--- src/rtl/riscv32ima_pkg.sv ---
// Shared types for the riscv32ima instruction/data memory arbiter.
// The request struct widths are the widest the arbiter carries; the top narrows them to its parameters.
package riscv32ima_pkg;

    localparam int REQ_AW = 32;
    localparam int REQ_DW = 64;

    typedef enum logic [1:0] {
        IDLE   = 2'd0,
        HOLD_I = 2'd1,
        HOLD_D = 2'd2
    } arb_state_t;

    typedef enum logic {
        OWN_I = 1'b0,
        OWN_D = 1'b1
    } owner_t;

    typedef struct packed {
        logic              ncs;
        logic              nwe;
        logic [REQ_AW-1:0] addr;
        logic [REQ_DW-1:0] wdata;
        logic [REQ_DW-1:0] wmask;
    } req_t;

    localparam req_t REQ_NONE = '{ncs: 1'b1, nwe: 1'b1, addr: '0, wdata: '0, wmask: '0};

    // Width of a counter that must hold values 0..max_val.
    function automatic int cnt_width(input int max_val);
        return (max_val < 1) ? 1 : $clog2(max_val + 1);
    endfunction

endpackage

--- src/rtl/riscv32ima_arb_pick.sv ---
// Combinational grant selector: d-priority with a fetch starvation bound, or round-robin under RISCV32IMA_ARB_RR_EN.
// Zero latency; no backpressure of its own, the top freezes the grant while memory stalls.
module riscv32ima_arb_pick
    import riscv32ima_pkg::*;
#(
    parameter int MAX_WAIT = 7,
    parameter int WAIT_W   = cnt_width(MAX_WAIT)
) (
    input  logic              i_req,
    input  logic              d_req,
`ifdef RISCV32IMA_ARB_RR_EN
    input  owner_t            last_grant,
`else
    input  logic [WAIT_W-1:0] wait_cnt,
`endif
    output logic              gnt_vld,
    output owner_t            gnt_own
);

    always_comb begin
        gnt_vld = i_req | d_req;
        gnt_own = OWN_I;
`ifdef RISCV32IMA_ARB_RR_EN
        if (i_req && d_req) begin
            gnt_own = (last_grant == OWN_I) ? OWN_D : OWN_I;
        end else if (d_req) begin
            gnt_own = OWN_D;
        end
`else
        // A fetch that has lost MAX_WAIT times in a row is forced through.
        if (d_req && !(i_req && (wait_cnt == WAIT_W'(MAX_WAIT)))) begin
            gnt_own = OWN_D;
        end
`endif
    end

endmodule

--- src/rtl/riscv32ima_mem_arb.sv ---
// Shares one single-ported memory between fetch (i_*) and data (d_*) ports; RISCV32IMA_ARB_RR_EN selects round-robin.
// Zero added request latency, read data routed one cycle after accept; grant frozen while m_stall, loser sees stall=1.
module riscv32ima_mem_arb
    import riscv32ima_pkg::*;
#(
    parameter int ADDR_WIDTH = 32,
    parameter int DATA_WIDTH = 64,
    parameter int MAX_WAIT   = 7
) (
    input  logic                  clk,
    input  logic                  rst,
    input  logic                  i_ncs,
    input  logic                  i_nwe,
    input  logic [ADDR_WIDTH-1:0] i_addr,
    input  logic [DATA_WIDTH-1:0] i_wdata,
    input  logic [DATA_WIDTH-1:0] i_wmask,
    output logic [DATA_WIDTH-1:0] i_rdata,
    output logic                  i_stall,
    input  logic                  d_ncs,
    input  logic                  d_nwe,
    input  logic [ADDR_WIDTH-1:0] d_addr,
    input  logic [DATA_WIDTH-1:0] d_wdata,
    input  logic [DATA_WIDTH-1:0] d_wmask,
    output logic [DATA_WIDTH-1:0] d_rdata,
    output logic                  d_stall,
    output logic                  m_ncs,
    output logic                  m_nwe,
    output logic [ADDR_WIDTH-1:0] m_addr,
    output logic [DATA_WIDTH-1:0] m_wdata,
    output logic [DATA_WIDTH-1:0] m_wmask,
    input  logic [DATA_WIDTH-1:0] m_rdata,
    input  logic                  m_stall
);

    localparam int WAIT_W = cnt_width(MAX_WAIT);

    arb_state_t state_q, state_d;
    owner_t     rsp_owner_q, rsp_owner_d;
    logic       rsp_rd_q, rsp_rd_d;

    logic   i_req, d_req;
    logic   pick_vld, gnt_vld, accept;
    owner_t pick_own, gnt_own;
    req_t   i_rq, d_rq, m_rq;

    assign i_req = ~i_ncs;
    assign d_req = ~d_ncs;

`ifdef RISCV32IMA_ARB_RR_EN
    owner_t last_grant_q, last_grant_d;
`else
    logic [WAIT_W-1:0] wait_cnt_q, wait_cnt_d;
`endif

    riscv32ima_arb_pick #(
        .MAX_WAIT (MAX_WAIT),
        .WAIT_W   (WAIT_W)
    ) u_pick (
        .i_req      (i_req),
        .d_req      (d_req),
`ifdef RISCV32IMA_ARB_RR_EN
        .last_grant (last_grant_q),
`else
        .wait_cnt   (wait_cnt_q),
`endif
        .gnt_vld    (pick_vld),
        .gnt_own    (pick_own)
    );

    always_comb begin
        gnt_vld = 1'b0;
        gnt_own = OWN_I;
        case (state_q)
            IDLE: begin
                gnt_vld = pick_vld;
                gnt_own = pick_own;
            end
            HOLD_I: begin
                gnt_vld = 1'b1;
                gnt_own = OWN_I;
            end
            HOLD_D: begin
                gnt_vld = 1'b1;
                gnt_own = OWN_D;
            end
            default: begin
                gnt_vld = 1'b0;
                gnt_own = OWN_I;
            end
        endcase
        state_d = IDLE;
        if (gnt_vld && m_stall) begin
            state_d = (gnt_own == OWN_I) ? HOLD_I : HOLD_D;
        end
    end

    always_comb begin
        i_rq = '{ncs: i_ncs, nwe: i_nwe, addr: REQ_AW'(i_addr),
                 wdata: REQ_DW'(i_wdata), wmask: REQ_DW'(i_wmask)};
        d_rq = '{ncs: d_ncs, nwe: d_nwe, addr: REQ_AW'(d_addr),
                 wdata: REQ_DW'(d_wdata), wmask: REQ_DW'(d_wmask)};
        m_rq = REQ_NONE;
        if (gnt_vld) begin
            m_rq = (gnt_own == OWN_I) ? i_rq : d_rq;
        end
    end

    assign m_ncs   = m_rq.ncs;
    assign m_nwe   = m_rq.nwe;
    assign m_addr  = m_rq.addr[ADDR_WIDTH-1:0];
    assign m_wdata = m_rq.wdata[DATA_WIDTH-1:0];
    assign m_wmask = m_rq.wmask[DATA_WIDTH-1:0];

    assign accept  = gnt_vld & ~m_stall;
    // A requester is released only when it holds the grant and memory takes it.
    assign i_stall = i_req & ~(gnt_vld && (gnt_own == OWN_I) && !m_stall);
    assign d_stall = d_req & ~(gnt_vld && (gnt_own == OWN_D) && !m_stall);

    always_comb begin
        rsp_rd_d    = accept & m_rq.nwe;
        rsp_owner_d = gnt_own;
    end

    assign i_rdata = (rsp_rd_q && (rsp_owner_q == OWN_I)) ? m_rdata : '0;
    assign d_rdata = (rsp_rd_q && (rsp_owner_q == OWN_D)) ? m_rdata : '0;

`ifdef RISCV32IMA_ARB_RR_EN
    always_comb begin
        last_grant_d = accept ? gnt_own : last_grant_q;
    end
`else
    always_comb begin
        wait_cnt_d = wait_cnt_q;
        if (i_ncs || (accept && (gnt_own == OWN_I))) begin
            wait_cnt_d = '0;
        end else if (gnt_vld && (gnt_own == OWN_D) && (wait_cnt_q != WAIT_W'(MAX_WAIT))) begin
            wait_cnt_d = wait_cnt_q + 1'b1;
        end
    end
`endif

    always_ff @(posedge clk) begin
        if (rst) begin
            state_q      <= IDLE;
            rsp_rd_q     <= 1'b0;
            rsp_owner_q  <= OWN_I;
`ifdef RISCV32IMA_ARB_RR_EN
            last_grant_q <= OWN_I;
`else
            wait_cnt_q   <= '0;
`endif
        end else begin
            state_q      <= state_d;
            rsp_rd_q     <= rsp_rd_d;
            rsp_owner_q  <= rsp_owner_d;
`ifdef RISCV32IMA_ARB_RR_EN
            last_grant_q <= last_grant_d;
`else
            wait_cnt_q   <= wait_cnt_d;
`endif
        end
    end

endmodule

--- config.mk ---
export PLATFORM = sky130hd
export DESIGN_NAME = riscv32ima_mem_arb
export DESIGN_NICKNAME = d
export VERILOG_FILES = /design/src/rtl/riscv32ima_pkg.sv /design/src/rtl/riscv32ima_arb_pick.sv /design/src/rtl/riscv32ima_mem_arb.sv
export SDC_FILE = /design/constraint.sdc
export NUM_CORES = 1
export LEC_CHECK = 0
export BUFFER_PORTS_ARGS = -buffer_cell sky130_fd_sc_hd__buf_2
export CAP_MARGIN = 20
export CORE_AREA = 2 2 265 267
export DETAILED_ROUTE_END_ITERATION = 10
export DIE_AREA = 0 0 267 269
export PLACE_DENSITY = 0.3
export SETUP_SLACK_MARGIN = 0.3
export SLEW_MARGIN = 10
export SYNTH_ARGS = -nofsm -noshare
export SYNTH_HDL_FRONTEND = slang
export SYNTH_SLANG_ARGS = --single-unit
--- constraint.sdc ---
create_clock -name clk -period 4.3 [get_ports clk]
set_input_delay 0.645 -clock clk [delete_from_list [all_inputs] [get_ports clk]]
set_output_delay 0.645 -clock clk [all_outputs]
set_load 0.1 [all_outputs]
; Word-level counts from Yosys, hierarchy flattened
; Cells that the tools add are included.
[word_totals]
regBits = 7
output_inout_bits = 292
[classes]
n_eq_ne = 4
n_mux = 8
n_reduce_logical = 18
add_sub_neg = 1
bitwise_logic = 13
[op_table]
columns = operator, n
row1 = $mux 162, 2
row2 = $mux 64, 2
row3 = $logic_and 1x1->1, 11
row4 = $not 1->1, 8
row5 = $reduce_or 2->1, 3
row6 = $and 1x1->1, 4
row7 = $pmux 1 s2, 2
row8 = $add 3x1->3 const B, 1
row9 = $eq 3x3->1 const B, 1
row10 = $ne 3x3->1 const B, 1
row11 = $eq 2x1->1 const B, 1
row12 = $eq 2x2->1 const B, 1
row13 = $logic_not 1->1, 2
row14 = $logic_not 2->1, 1
row15 = $mux 2, 1
row16 = $logic_or 1x1->1, 1
row17 = $mux 1, 1
row18 = $or 1x1->1, 1

; Depth between registers and ports, before layout
; Gate-level depths: netlist (run 1).
[logic_depth]
word_depth = 11
mapped_depth = 9

; Hierarchy
; A second synthesis (run 1) with hierarchy kept.
[hier_totals]
cells_unflattened = 396
area_unflattened_um2 = 2881.5
[by_module_without_submodules]
columns = mod, area_each_um2, cells_each, instances, seq_area_each_um2
row1 = riscv32ima_mem_arb, 2862.7, 393, 1, 140.1
row2 = riscv32ima_arb_pick, 18.8, 3, 1, 0.0

; Worst setup path after synthesis (run 1)
; OpenSTA, ideal clock, no wires.
[synth_path]
kind = input to output
startpoint = input port i_ncs
endpoint = output port m_addr[0]
path_buffers = 2
cell_stages = 6
t_arrival_ps = 2887
path_slack_ps = 768
required_ps = 3655
path_cell_list = nand2b_1 > a21oi_1 > buf_2 > buf_2 > nand2_1 > a21oi_1
[synth_between]
elab_chain_cells = 8
[synth_lines]
columns = item, line_no
row1 = start: declaration, riscv32ima_mem_arb.sv:12  ; input logic i_ncs,
row2 = $not 1->1 *, riscv32ima_mem_arb.sv:46  ; assign i_req = ~i_ncs;
row3 = $logic_and 1x1->1, riscv32ima_arb_pick.sv:31  ; if (d_req && !(i_req && (wait_cnt == WAIT_W'(MAX_WAIT)))) begin
row4 = $logic_not 1->1, riscv32ima_arb_pick.sv:31
row5 = $logic_and 1x1->1, riscv32ima_arb_pick.sv:31
row6 = $mux 1, riscv32ima_arb_pick.sv:31
row7 = $pmux 1 s2, riscv32ima_mem_arb.sv:73  ; case (state_q)
row8 = $mux 162, riscv32ima_mem_arb.sv:104  ; m_rq = (gnt_own == OWN_I) ? i_rq : d_rq;
row9 = $mux 162 *, riscv32ima_mem_arb.sv:103  ; if (gnt_vld) begin
row10 = end: declaration, riscv32ima_mem_arb.sv:28  ; output logic [ADDR_WIDTH-1:0] m_addr,
; Mark *: on every way between the ends. The rest lies on a longest branch, timed or not.

; Final worst setup path (run 1)
[layout_path]
startpoint = register wait_cnt_q[0]
endpoint = output port m_wmask[8]
[layout_between]
elab_chain_cells = 8
[layout_lines]
columns = item, line_no
row1 = start: declaration, riscv32ima_mem_arb.sv:52  ; logic [WAIT_W-1:0] wait_cnt_q, wait_cnt_d;
row2 = start signal: assignment, riscv32ima_mem_arb.sv:159  ; wait_cnt_q <= wait_cnt_d;
row3 = $eq 3x3->1, riscv32ima_arb_pick.sv:31
row4 = $logic_and 1x1->1, riscv32ima_arb_pick.sv:31
row5 = $logic_not 1->1, riscv32ima_arb_pick.sv:31
row6 = $logic_and 1x1->1, riscv32ima_arb_pick.sv:31
row7 = $mux 1, riscv32ima_arb_pick.sv:31
row8 = $pmux 1 s2, riscv32ima_mem_arb.sv:73
row9 = $mux 162, riscv32ima_mem_arb.sv:104
row10 = $mux 162, riscv32ima_mem_arb.sv:103
row11 = end: declaration, riscv32ima_mem_arb.sv:30  ; output logic [DATA_WIDTH-1:0] m_wmask,
; No other way between the ends.

==> flow_metrics.py, run 1 <==
metrics = {
    "drt": {
        "routed_wl_um": 38890,
        "drc": 0,
        "wl_per_cell_um": 16.92,
        "drt-vias-per-instance": 3.277,
        "drt_iter0_markers": 333,
        "drt_pass1_iterations": 4,
        "drtAntennaViolNets": 0,
        "num_vias": 7534,
    },
    "sta": {
        "final.setup_skew_ns": 0.003141,
        "worstMarginPinSlew_ns": 1.020,
        "hold_violations": 0,
        "finalMaxSlewViolations": 0,
        "rsz0062_at_grt": "no",
        "max_freq_mhz": 303.3,
        "relSlewSlack": 0.3186,
        "min_period_ns": 3.297,
        "setup_viol_count_final": 0,
        "fin_crit_sh": 0.7666,
        "tns_ns": 0,
    },
    "clock_tree": {
        "cts_hold_buf": 0,
        "worstSkewPairLatency_ns": 0.23,
        "clkSlewWorstSetupHoldPaths_ns": 0.04,
        "post_cts_resized": 0,
        "cts_root_buf": "clkbuf_16",
        "cts_max_level": 1,
        "cts_buffers": 3,
        "clk_path_buf_depth": 2,
        "cts_tree": "built",
        "clock_sinks": 7,
        "postCtsSetupBuffers": 0,
    },
    "yosys": {
        "yosys.area.top_type": "nand2_1",
        "yosysSeqAreaShare": 0.03931,
        "ys_ff_latch": 7,
        "synth-compound-area-share": 0.2559,
        "synthFlopType": "dfxtp_1",
        "synth_mux_area_frac": 0.002808,
        "synthCells": 730,
        "synthAdderAreaFrac": 0.01755,
        "synth_area_per_cell_um2": 4.883,
        "yosys_warnings": 0,
        "synth_edf_count": 0,
        "synth_area_um2": 3565,
        "synth_area_leaders": "nand2_1, a21oi_1, and2_1",
        "yosysTopAreaCellShare": 0.3401,
        "synthSimpleGateAreaFrac": 0.5865,
        "yosysUniqueCellTypes": 27,
        "yosysMostFrequentCell": "nand2_1",
        "yosys-top-cells-count": "nand2_1, a21oi_1, and2_1, and3_1, buf_2",
        "synthXorXnorAreaFrac": 0,
        "syn_nets": 1126,
        "synth_top_family_by_area": "simple AND/OR/NAND/NOR gates",
        "synth-async-reset-ratio": 0,
    },
    "global_routing": {
        "grt_overflow": 0,
        "grt_max_degree": 94,
        "grt_pass1_vias": 7221,
        "grt_pass1_wl_um": 50200,
        "antenna_found_initial": 25,
        "grt_usage": 0.09705,
    },
    "setup_path": {
        "crit_fanout": 68,
        "crit_top_cell": "ha_1",
        "cpLargestDelayFamily": "buffers and inverters",
        "cpMaxStageDelayCell": "buf_2",
        "cpPeakStageDelay_ns": 0.47,
        "cp_cell_sequence": "ha_1 > ha_1 > nand2b_1 > a21o_4 > buf_12 > nand2_1 > a21oi_1 > buf_2",
        "cp-end-kind": "output port",
        "start_kind": "flip-flop",
        "cp_data_arrival_time_ns": 2.65,
        "required_ns": 3.65,
        "crit_type": "reg2out",
        "crit_buf_inv": 2,
    },
    "finish": {
        "nets": 1749,
        "multiInputGateArea_um2": 3109,
        "ff_latch_area_um2": 141.4,
        "final_layout_size_suffix_gt1_frac": 0.5214,
        "fin_area_um2": 8117,
        "nFillCells": 8300,
        "area_delta_synth_final_pct": 127.7,
    },
    "power": {
        "p_leak_uw": 0.004815,
        "p_sw_uw": 2553,
        "powerDensity_nw_per_um2": 396.6,
        "swShare": 0.7931,
        "clockPowerShare": 0.050,
        "vdd_drop_max_mv": 0.2067,
        "p_int_uw": 666.0,
        "power_frac_comb": 0.925,
        "power_frac_seq": 0.025,
    },
    "place": {
        "place_congestion": 0.9128,
        "hpwl_um": 33870,
        "numPortBuffers": 682,
        "placed_area_um2": 8020,
    },
    "outcome": {
        "status": "finished clean",
    },
    "floorplanning": {
        "core_area_um2": 69300,
        "initial_core_util": 0.05144,
        "die_y_um": 269,
        "die_area_um2": 71820,
        "io_pins": 683,
        "row_count": 97,
        "die_x_um": 267,
    },
    "run": {
        "maxCapViolCount": 0,
    },
    "hold_path": {
        "min_path_type": "reg2reg",
    },
}
==> worst paths after layout <==
path / start / to / slack, ns / depth (start not counted)
min: wait_cnt_q[1]$_SDFFE_PP0P_ / wait_cnt_q[1]$_SDFFE_PP0P_ / 0.49 / 2
min reg2reg: wait_cnt_q[1]$_SDFFE_PP0P_ / wait_cnt_q[1]$_SDFFE_PP0P_ / 0.49 / 2
max: wait_cnt_q[0]$_SDFFE_PP0P_ / m_wmask[8] / 1.00 / 8
max reg2reg: wait_cnt_q[0]$_SDFFE_PP0P_ / rsp_rd_q$_SDFF_PP0_ / 2.36 / 7
==> layout by cell type (no fill, tap or decap), drive strengths merged, types with 3 or more instances in the layout <==
cell,Yosys,final
buf,41,693
nand2,323,323
a21oi,166,166
and3,64,64
and2,64,64
diode,0,7
dfxtp,7,7
ha,5,5
clkbuf,34,4
nor2,3,3
nand3,3,3
o21ai,3,3
==> sequential cells by signal (all words and copies together), names as in the netlist <==
| signal | flops |
|---|---|
| wait_cnt_q | 3 |
| rsp_owner_q | 1 |
| rsp_rd_q | 1 |
| state_q | 2 |
==> metrics by stage <==
step / hold WS (ns) / instances / total power, uW / worst slack [ns] / util
finish: 0.4860 / 2299 / 3219 / 1.003 / 0.1171
global route: 0.5061 / 2295 / 3345 / 0.8158 / 0.1170
CTS: 0.4831 / 2292 / 3251 / 0.9900 / 0.1169
detailed placement: 0.4779 / 2288 / 3083 / 1.060 / 0.1157
global placement: 0.4727 / 2288 / 3089 / 1.066 / 0.1157
floorplan: 0.4557 / 730 / 2428 / 0.7682 / -
==> worst register-to-register path, delay by kind of cell, from the launching register on <==
family | cells | cell delay, ns
simple gates | 2 | 0.20
compound gates | 1 | 0.25
flops | 1 | 0.35
mux | 1 | 0.38
buf+inv | 1 | 0.28
fa+ha+maj | 2 | 0.34
==> cell type report <==
class | count | area share
Timing Repair Buffer | 693 | 0.4418
Multi-Input combinational cell | 646 | 0.3831
Tap cell | 940 | 0.1449
Sequential cell | 7 | 0.01742
Clock buffer | 4 | 0.009712
Antenna cell | 7 | 0.002158
Inverter | 2 | 0.0009249
==> cells by family after synthesis <==
logic type	Yosys count
compound gates	176
fa+ha+maj	5
buf+inv	77
flops	7
mux	1
simple gates	464
==> routing by layer <==
metal | part of all wire | GRT usage
met1 | 0.39 | 0.1120
met2 | 0.49 | 0.1782
met3 | 0.073 | 0.01763
met4 | 0.041 | 0.03462
met5 | 0.0019 | 0
==> power groups by stage <==
| stage | Combinational [uW] | Sequential [uW] | Clock, uW |
|---|---|---|---|
| 2_1_floorplan | 2360 | 70.7 | 0 |
| 3_3_place_gp | 3010 | 82.0 | 0 |
| 3_5_place_dp | 3000 | 82.5 | 0 |
| 4_1_cts | 3010 | 81.5 | 163 |
| 5_1_grt | 3090 | 83.1 | 170 |
| 6_report | 2980 | 81.8 | 159 |
No activity file was read; power rests on OpenSTA's default activity.
==> run 2: changes to the inputs <==
--- a/config.mk
+++ b/config.mk
@@ -7,9 +7,9 @@
 export LEC_CHECK = 0
 export BUFFER_PORTS_ARGS = -buffer_cell sky130_fd_sc_hd__buf_2
 export CAP_MARGIN = 20
-export CORE_AREA = 2 2 265 267
+export CORE_AREA = 2 2 266 268
 export DETAILED_ROUTE_END_ITERATION = 10
-export DIE_AREA = 0 0 267 269
+export DIE_AREA = 0 0 268 270
 export PLACE_DENSITY = 0.3
 export SETUP_SLACK_MARGIN = 0.3
 export SLEW_MARGIN = 10
==> constraint.sdc (replaced) <==
create_clock -name clk -period 3 [get_ports clk]
set_input_delay 0.45 -clock clk [delete_from_list [all_inputs] [get_ports clk]]
set_output_delay 0.45 -clock clk [all_outputs]
set_load 0.1 [all_outputs]
==> run 2 against run 1 <==
Compared with the run above:
- via count up 4.4%
- clock power is 41% higher
- routed wire length grew 20%
- non-clock buffer count is 45 higher
- clock skew is 0.0020 ns lower
- cell count increased by 2.0%
- worst hold slack improved by 0.00071 ns
- setup slack got worse by 0.62 ns
- critical path depth up 1
- power is 100% higher
- sequential power is 36% higher
==> flow_metrics.py, run 2 (synthesis results as in run 1) <==
metrics = {
    "outcome": {
        "status": "finished clean",
    },
    "sta": {
        "worstMarginPinSlew_ns": 0.6340,
        "final.setup_skew_ns": 0.001097,
        "max_freq_mhz": 382.4,
        "rsz0062_at_grt": "yes",
        "setup_viol_count_final": 0,
        "hold_violations": 0,
        "fin_crit_sh": 0.8717,
        "tns_ns": 0,
        "relSlewSlack": 0.5773,
        "min_period_ns": 2.615,
        "finalMaxSlewViolations": 0,
    },
    "setup_path": {
        "crit_type": "reg2out",
        "cpPeakStageDelay_ns": 0.31,
        "start_kind": "flip-flop",
        "reg2reg_from": "wait_cnt_q[0]$_SDFFE_PP0P_",
        "required_ns": 2.55,
        "crit_buf_inv": 3,
        "cpLargestDelayFamily": "buffers and inverters",
        "cp_data_arrival_time_ns": 2.17,
        "crit_fanout": 18,
        "crit_top_cell": "buf_12",
        "rr_worst_depth": 8,
        "r2r_setup_slack_ns": 1.12,
        "cp_cell_sequence": "ha_1 > ha_2 > nand2b_4 > a21o_4 > buf_12 > buf_4 > nand2_1 > a21oi_2 > buf_12",
        "worstReg2RegEnd": "wait_cnt_q[2]$_SDFFE_PP0P_",
        "cp-end-kind": "output port",
        "cpMaxStageDelayCell": "dfxtp_1",
    },
    "global_routing": {
        "use_met2": 0.2313,
        "use_met1": 0.1182,
        "grt_pass1_wl_um": 60260,
        "grt_max_degree": 65,
        "grt_usage": 0.1180,
        "antenna_found_initial": 36,
        "grt_overflow": 0,
        "grt_pass1_vias": 7839,
        "use_met3": 0.03747,
        "gr-max-usage-layer": "met2",
    },
    "floorplanning": {
        "row_count": 97,
        "die_y_um": 270,
        "die_x_um": 268,
        "die_area_um2": 72360,
        "io_pins": 683,
        "initial_core_util": 0.05126,
        "core_area_um2": 69540,
    },
    "drt": {
        "drt_iter0_markers": 257,
        "drt-vias-per-instance": 3.354,
        "drt_pass1_iterations": 4,
        "num_vias": 7866,
        "drc": 0,
        "wl_per_cell_um": 19.97,
        "drtAntennaViolNets": 0,
        "routed_wl_um": 46840,
    },
    "hold_path": {
        "hold_end": "wait_cnt_q[1]$_SDFFE_PP0P_",
        "min-delay-start": "wait_cnt_q[1]$_SDFFE_PP0P_",
        "min_path_type": "reg2reg",
        "hold_depth": 2,
    },
    "finish": {
        "nFillCells": 7946,
        "final_layout_size_suffix_gt1_frac": 0.6571,
        "area_delta_synth_final_pct": 249.7,
        "reg_top3": "wait_cnt_q: 3 flops, state_q: 2 flops",
        "largest_register_ff_count": 3,
        "final_common_cell": "buf_2",
        "fin_cells": 2345,
        "multiInputGateArea_um2": 3757,
        "layout_common_cells": "buf_2, nand2_1, buf_12",
        "largest_register": "wait_cnt_q",
        "nets": 1794,
        "ff_latch_area_um2": 142.6,
    },
    "power": {
        "fin_total_pwr_uw": 6473,
        "p_leak_uw": 0.006034,
        "vdd_drop_max_mv": 0.2383,
        "powerDensity_nw_per_um2": 519.2,
    },
    "clock_tree": {
        "cts_root_buf": "clkbuf_16",
        "clkSlewWorstSetupHoldPaths_ns": 0.04,
        "clock_sinks": 7,
        "worstSkewPairLatency_ns": 0.23,
        "cts_tree": "built",
        "cts_hold_buf": 0,
        "cts_max_level": 1,
        "clk_path_buf_depth": 2,
        "cts_buffers": 3,
    },
    "place": {
        "numPortBuffers": 682,
        "place_congestion": 0.8835,
        "hpwl_um": 37450,
        "dp.cells": 2307,
    },
    "run": {
        "maxCapViolCount": 0,
    },
}
-- run 2: per-stage QoR --
step / hold WS [ns] / setup WS (ns) / instance area [um2] / util
after floorplan: 0.4557 / -0.1191 / 4165 / -
after global placement: 0.4730 / 0.3432 / 11740 / 0.1689
after detailed placement: 0.4765 / 0.3352 / 11740 / 0.1689
after CTS: 0.4832 / 0.2808 / 12270 / 0.1764
after global routing: 0.5117 / 0.2874 / 12460 / 0.1792
final: 0.4867 / 0.3849 / 12470 / 0.1793
-- run 2: tightest hold or removal path: cells and delay by family (launching register included) --
| kind | cells | cell delay, ns |
|---|---|---|
| AOI/OAI and AO/OA | 2 | 0.13 |
| DFF | 1 | 0.30 |
-- run 2: report_power, final --
| part | switching [uW] | internal [uW] | leakage [uW] |
|---|---|---|---|
| Sequential | 13.0 | 98.5 | 0.0000578 |
| Clock | 47.9 | 177 | 0.0000382 |
| Combinational | 4100 | 2040 | 0.00594 |
-- run 2: layout make-up --
cell class	instances	area share
antenna	8	0.001606
clock buffer	4	0.006323
inverter	2	0.0006022
multi-input combinational	646	0.3014
sequential	7	0.01144
tap	940	0.09434
timing repair buffer	738	0.5843
-- run 2: what timing repair did --
action,CTS,global route
pin swaps,15,14
cloned,9,4
setup buffers,11,2
setup endpoints to repair,101,149
resized for setup,18,20
-- run 2: worst max path at each step --
stage	start	to	slack (ns)	cells past startpoint
4_1_cts	wait_cnt_q[0]$_SDFFE_PP0P_	m_wmask[54]	0.28	9
6_report	wait_cnt_q[0]$_SDFFE_PP0P_	m_wdata[51]	0.38	9
3_5_place_dp	i_ncs	m_wmask[62]	0.34	8
3_3_place_gp	i_ncs	m_wmask[63]	0.34	8
2_1_floorplan	state_q[0]$_SDFF_PP0_	d_stall	-0.12	6
5_1_grt	wait_cnt_q[0]$_SDFFE_PP0P_	m_addr[21]	0.29	10
-- run 2: per-layer routing --
layer  share of wire  wire length [um]
met1            0.35             16330
met3           0.094              4423
met2            0.54             25190
met4           0.017               779
met5          0.0026               120
==> run 3: changes to the inputs <==
--- a/config.mk
+++ b/config.mk
@@ -10,8 +10,10 @@
 export CORE_AREA = 2 2 266 268
 export DETAILED_ROUTE_END_ITERATION = 10
 export DIE_AREA = 0 0 268 270
+export MAX_ROUTING_LAYER = met4
 export PLACE_DENSITY = 0.3
 export SETUP_SLACK_MARGIN = 0.3
+export SKIP_CTS_REPAIR_TIMING = 1
 export SLEW_MARGIN = 10
 export SYNTH_ARGS = -nofsm -noshare
 export SYNTH_HDL_FRONTEND = slang
==> constraint.sdc (replaced) <==
create_clock -name clk -period 2.75 [get_ports clk]
set_input_delay 0.4125 -clock clk [delete_from_list [all_inputs] [get_ports clk]]
set_output_delay 0.4125 -clock clk [all_outputs]
set_load 0.1 [all_outputs]
==> run 3 against run 2 <==
Compared with the run above:
- first-iteration DRC count decreased by 18%
- via count increased by 1.3%
- cell count rose by 1.0%
- sequential cell count is the same
- critical path depth rose by 1
- clock power rose by 15%
- sequential power about the same
- design area up 29%
- die area stayed put
- combinational power is 23% higher
- clock skew up 0.0039 ns
- non-clock buffer count is 28 higher
- highest routed layer is now met4
==> flow_metrics.py, run 3 (synthesis results as in run 1) <==
metrics = {
    "place": {
        "place_congestion": 0.8493,
        "dp.cells": 2311,
        "placed_area_um2": 14370,
        "hpwl_um": 33760,
        "numPortBuffers": 682,
    },
    "setup_path": {
        "cpPeakStageDelay_ns": 0.35,
        "crit_buf_inv": 4,
        "cpLargestDelayFamily": "buffers and inverters",
        "start_kind": "flip-flop",
        "cp_cell_sequence": "ha_4 > ha_4 > nand2b_4 > a21oi_4 > buf_12 > buf_16 > clkbuf_16 > nand2_2 > a21oi_4 > buf_12",
        "required_ns": 2.34,
        "cp-end-kind": "output port",
        "crit_type": "reg2out",
        "crit_fanout": 8,
        "cpMaxStageDelayCell": "dfxtp_2",
        "cp_data_arrival_time_ns": 2.11,
    },
    "sta": {
        "rsz0062_at_grt": "yes",
        "fin_crit_sh": 0.9183,
        "max_freq_mhz": 396.0,
        "finalMaxSlewViolations": 0,
        "relSlewSlack": 0.6341,
        "worstMarginPinSlew_ns": 0.5489,
        "min_period_ns": 2.525,
        "hold_violations": 0,
        "final.setup_skew_ns": 0.005043,
        "setup_viol_count_final": 0,
    },
    "drt": {
        "routed_wl_um": 47150,
        "drt-vias-per-instance": 3.364,
        "drt_iter0_markers": 211,
        "drt_pass1_iterations": 4,
        "drc": 0,
        "wl_per_cell_um": 19.90,
        "drtAntennaViolNets": 0,
        "num_vias": 7970,
    },
    "finish": {
        "largest_register_ff_count": 3,
        "largest_register": "wait_cnt_q",
        "nFillCells": 7608,
        "final_layout_size_suffix_gt1_frac": 0.7186,
        "final_util": 0.2304,
        "fin_cells": 2369,
        "layout_common_cells": "buf_2, buf_12, nand2_1",
        "area_delta_synth_final_pct": 349.6,
        "fin_area_um2": 16030,
        "final_common_cell": "buf_2",
        "reg_top3": "wait_cnt_q: 3 flops, state_q: 2 flops",
        "nets": 1822,
    },
    "clock_tree": {
        "clock_sinks": 7,
        "clk_path_buf_depth": 2,
        "worstSkewPairLatency_ns": 0.24,
        "clkSlewWorstSetupHoldPaths_ns": 0.04,
        "cts_root_buf": "clkbuf_16",
        "cts_max_level": 1,
        "cts_buffers": 3,
        "cts_tree": "built",
    },
    "floorplanning": {
        "die_y_um": 270,
        "row_count": 97,
        "die_x_um": 268,
        "core_area_um2": 69540,
        "io_pins": 683,
        "initial_core_util": 0.05126,
        "die_area_um2": 72360,
    },
    "global_routing": {
        "grt_max_degree": 65,
        "grt_pass1_wl_um": 54580,
        "grt_usage": 0.1033,
        "grt_pass1_vias": 8288,
        "grt_overflow": 0,
        "antenna_found_initial": 8,
    },
    "hold_path": {
        "min_path_type": "in2reg",
    },
    "power": {
        "powerDensity_nw_per_um2": 496.4,
        "p_leak_uw": 0.006955,
        "vdd_drop_max_mv": 0.2694,
    },
    "outcome": {
        "status": "finished clean",
    },
    "run": {
        "maxCapViolCount": 0,
    },
}
## run 3: final cells by class
type / instances / area (um2) / share of cell area
tap: 940 / 1176 / 0.07339
sequential: 7 / 145.1 / 0.009057
antenna: 4 / 10.01 / 0.0006246
multi-input combinational: 646 / 5325 / 0.3323
inverter: 2 / 7.507 / 0.0004685
clock buffer: 3 / 75.07 / 0.004685
timing repair buffer: 766 / 9281 / 0.5792
clock inverter: 1 / 5.005 / 0.0003123
## run 3: power breakdown
group	switching [uW]	leakage (uW)	internal (uW)
registers	6.02	0.0000589	107
clock network	66.4	0.0000409	192
logic	4880	0.00686	2700
## run 3: path summary, 6_finish.rpt
path	startpoint	endpoint	slack (ns)	cells past startpoint
setup / recovery	wait_cnt_q[0]$_SDFFE_PP0P_	m_wmask[49]	0.22	10
setup reg to reg	wait_cnt_q[0]$_SDFFE_PP0P_	wait_cnt_q[1]$_SDFFE_PP0P_	0.66	10
hold reg to reg	wait_cnt_q[0]$_SDFFE_PP0P_	wait_cnt_q[0]$_SDFFE_PP0P_	0.50	2
hold / removal	rst	state_q[1]$_SDFF_PP0_	0.46	2
## run 3: metrics by stage
stage	power (uW)	setup TNS [ns]	hold slack [ns]	worst slack, ns
after CTS	7361	-0.06032	0.4491	-0.04880
after detailed placement	7094	0	0.4863	0.2157
after global placement	7097	0	0.4771	0.2421
after floorplan	4451	-2.985	0.4557	-0.4974
final	7955	0	0.4560	0.2248
after global routing	8218	0	0.4599	0.1556
## run 3: routing by layer
metal,up-vias,global-route usage,part of all wire
li1,3784,-,-
met1,3706,0.09747,0.36
met2,452,0.2100,0.56
met3,28,0.02498,0.070
met4,0,0.01500,0.012
met5,-,-,0
## run 3: worst reg2reg max path, delay by kind of cell, from the launching register on
family | cells | cell delay (ns)
adders and majority gates | 2 | 0.28
buffers and inverters | 4 | 0.62
and+or+nand+nor | 1 | 0.07
DFF | 1 | 0.35
AOI/OAI and AO/OA | 3 | 0.64
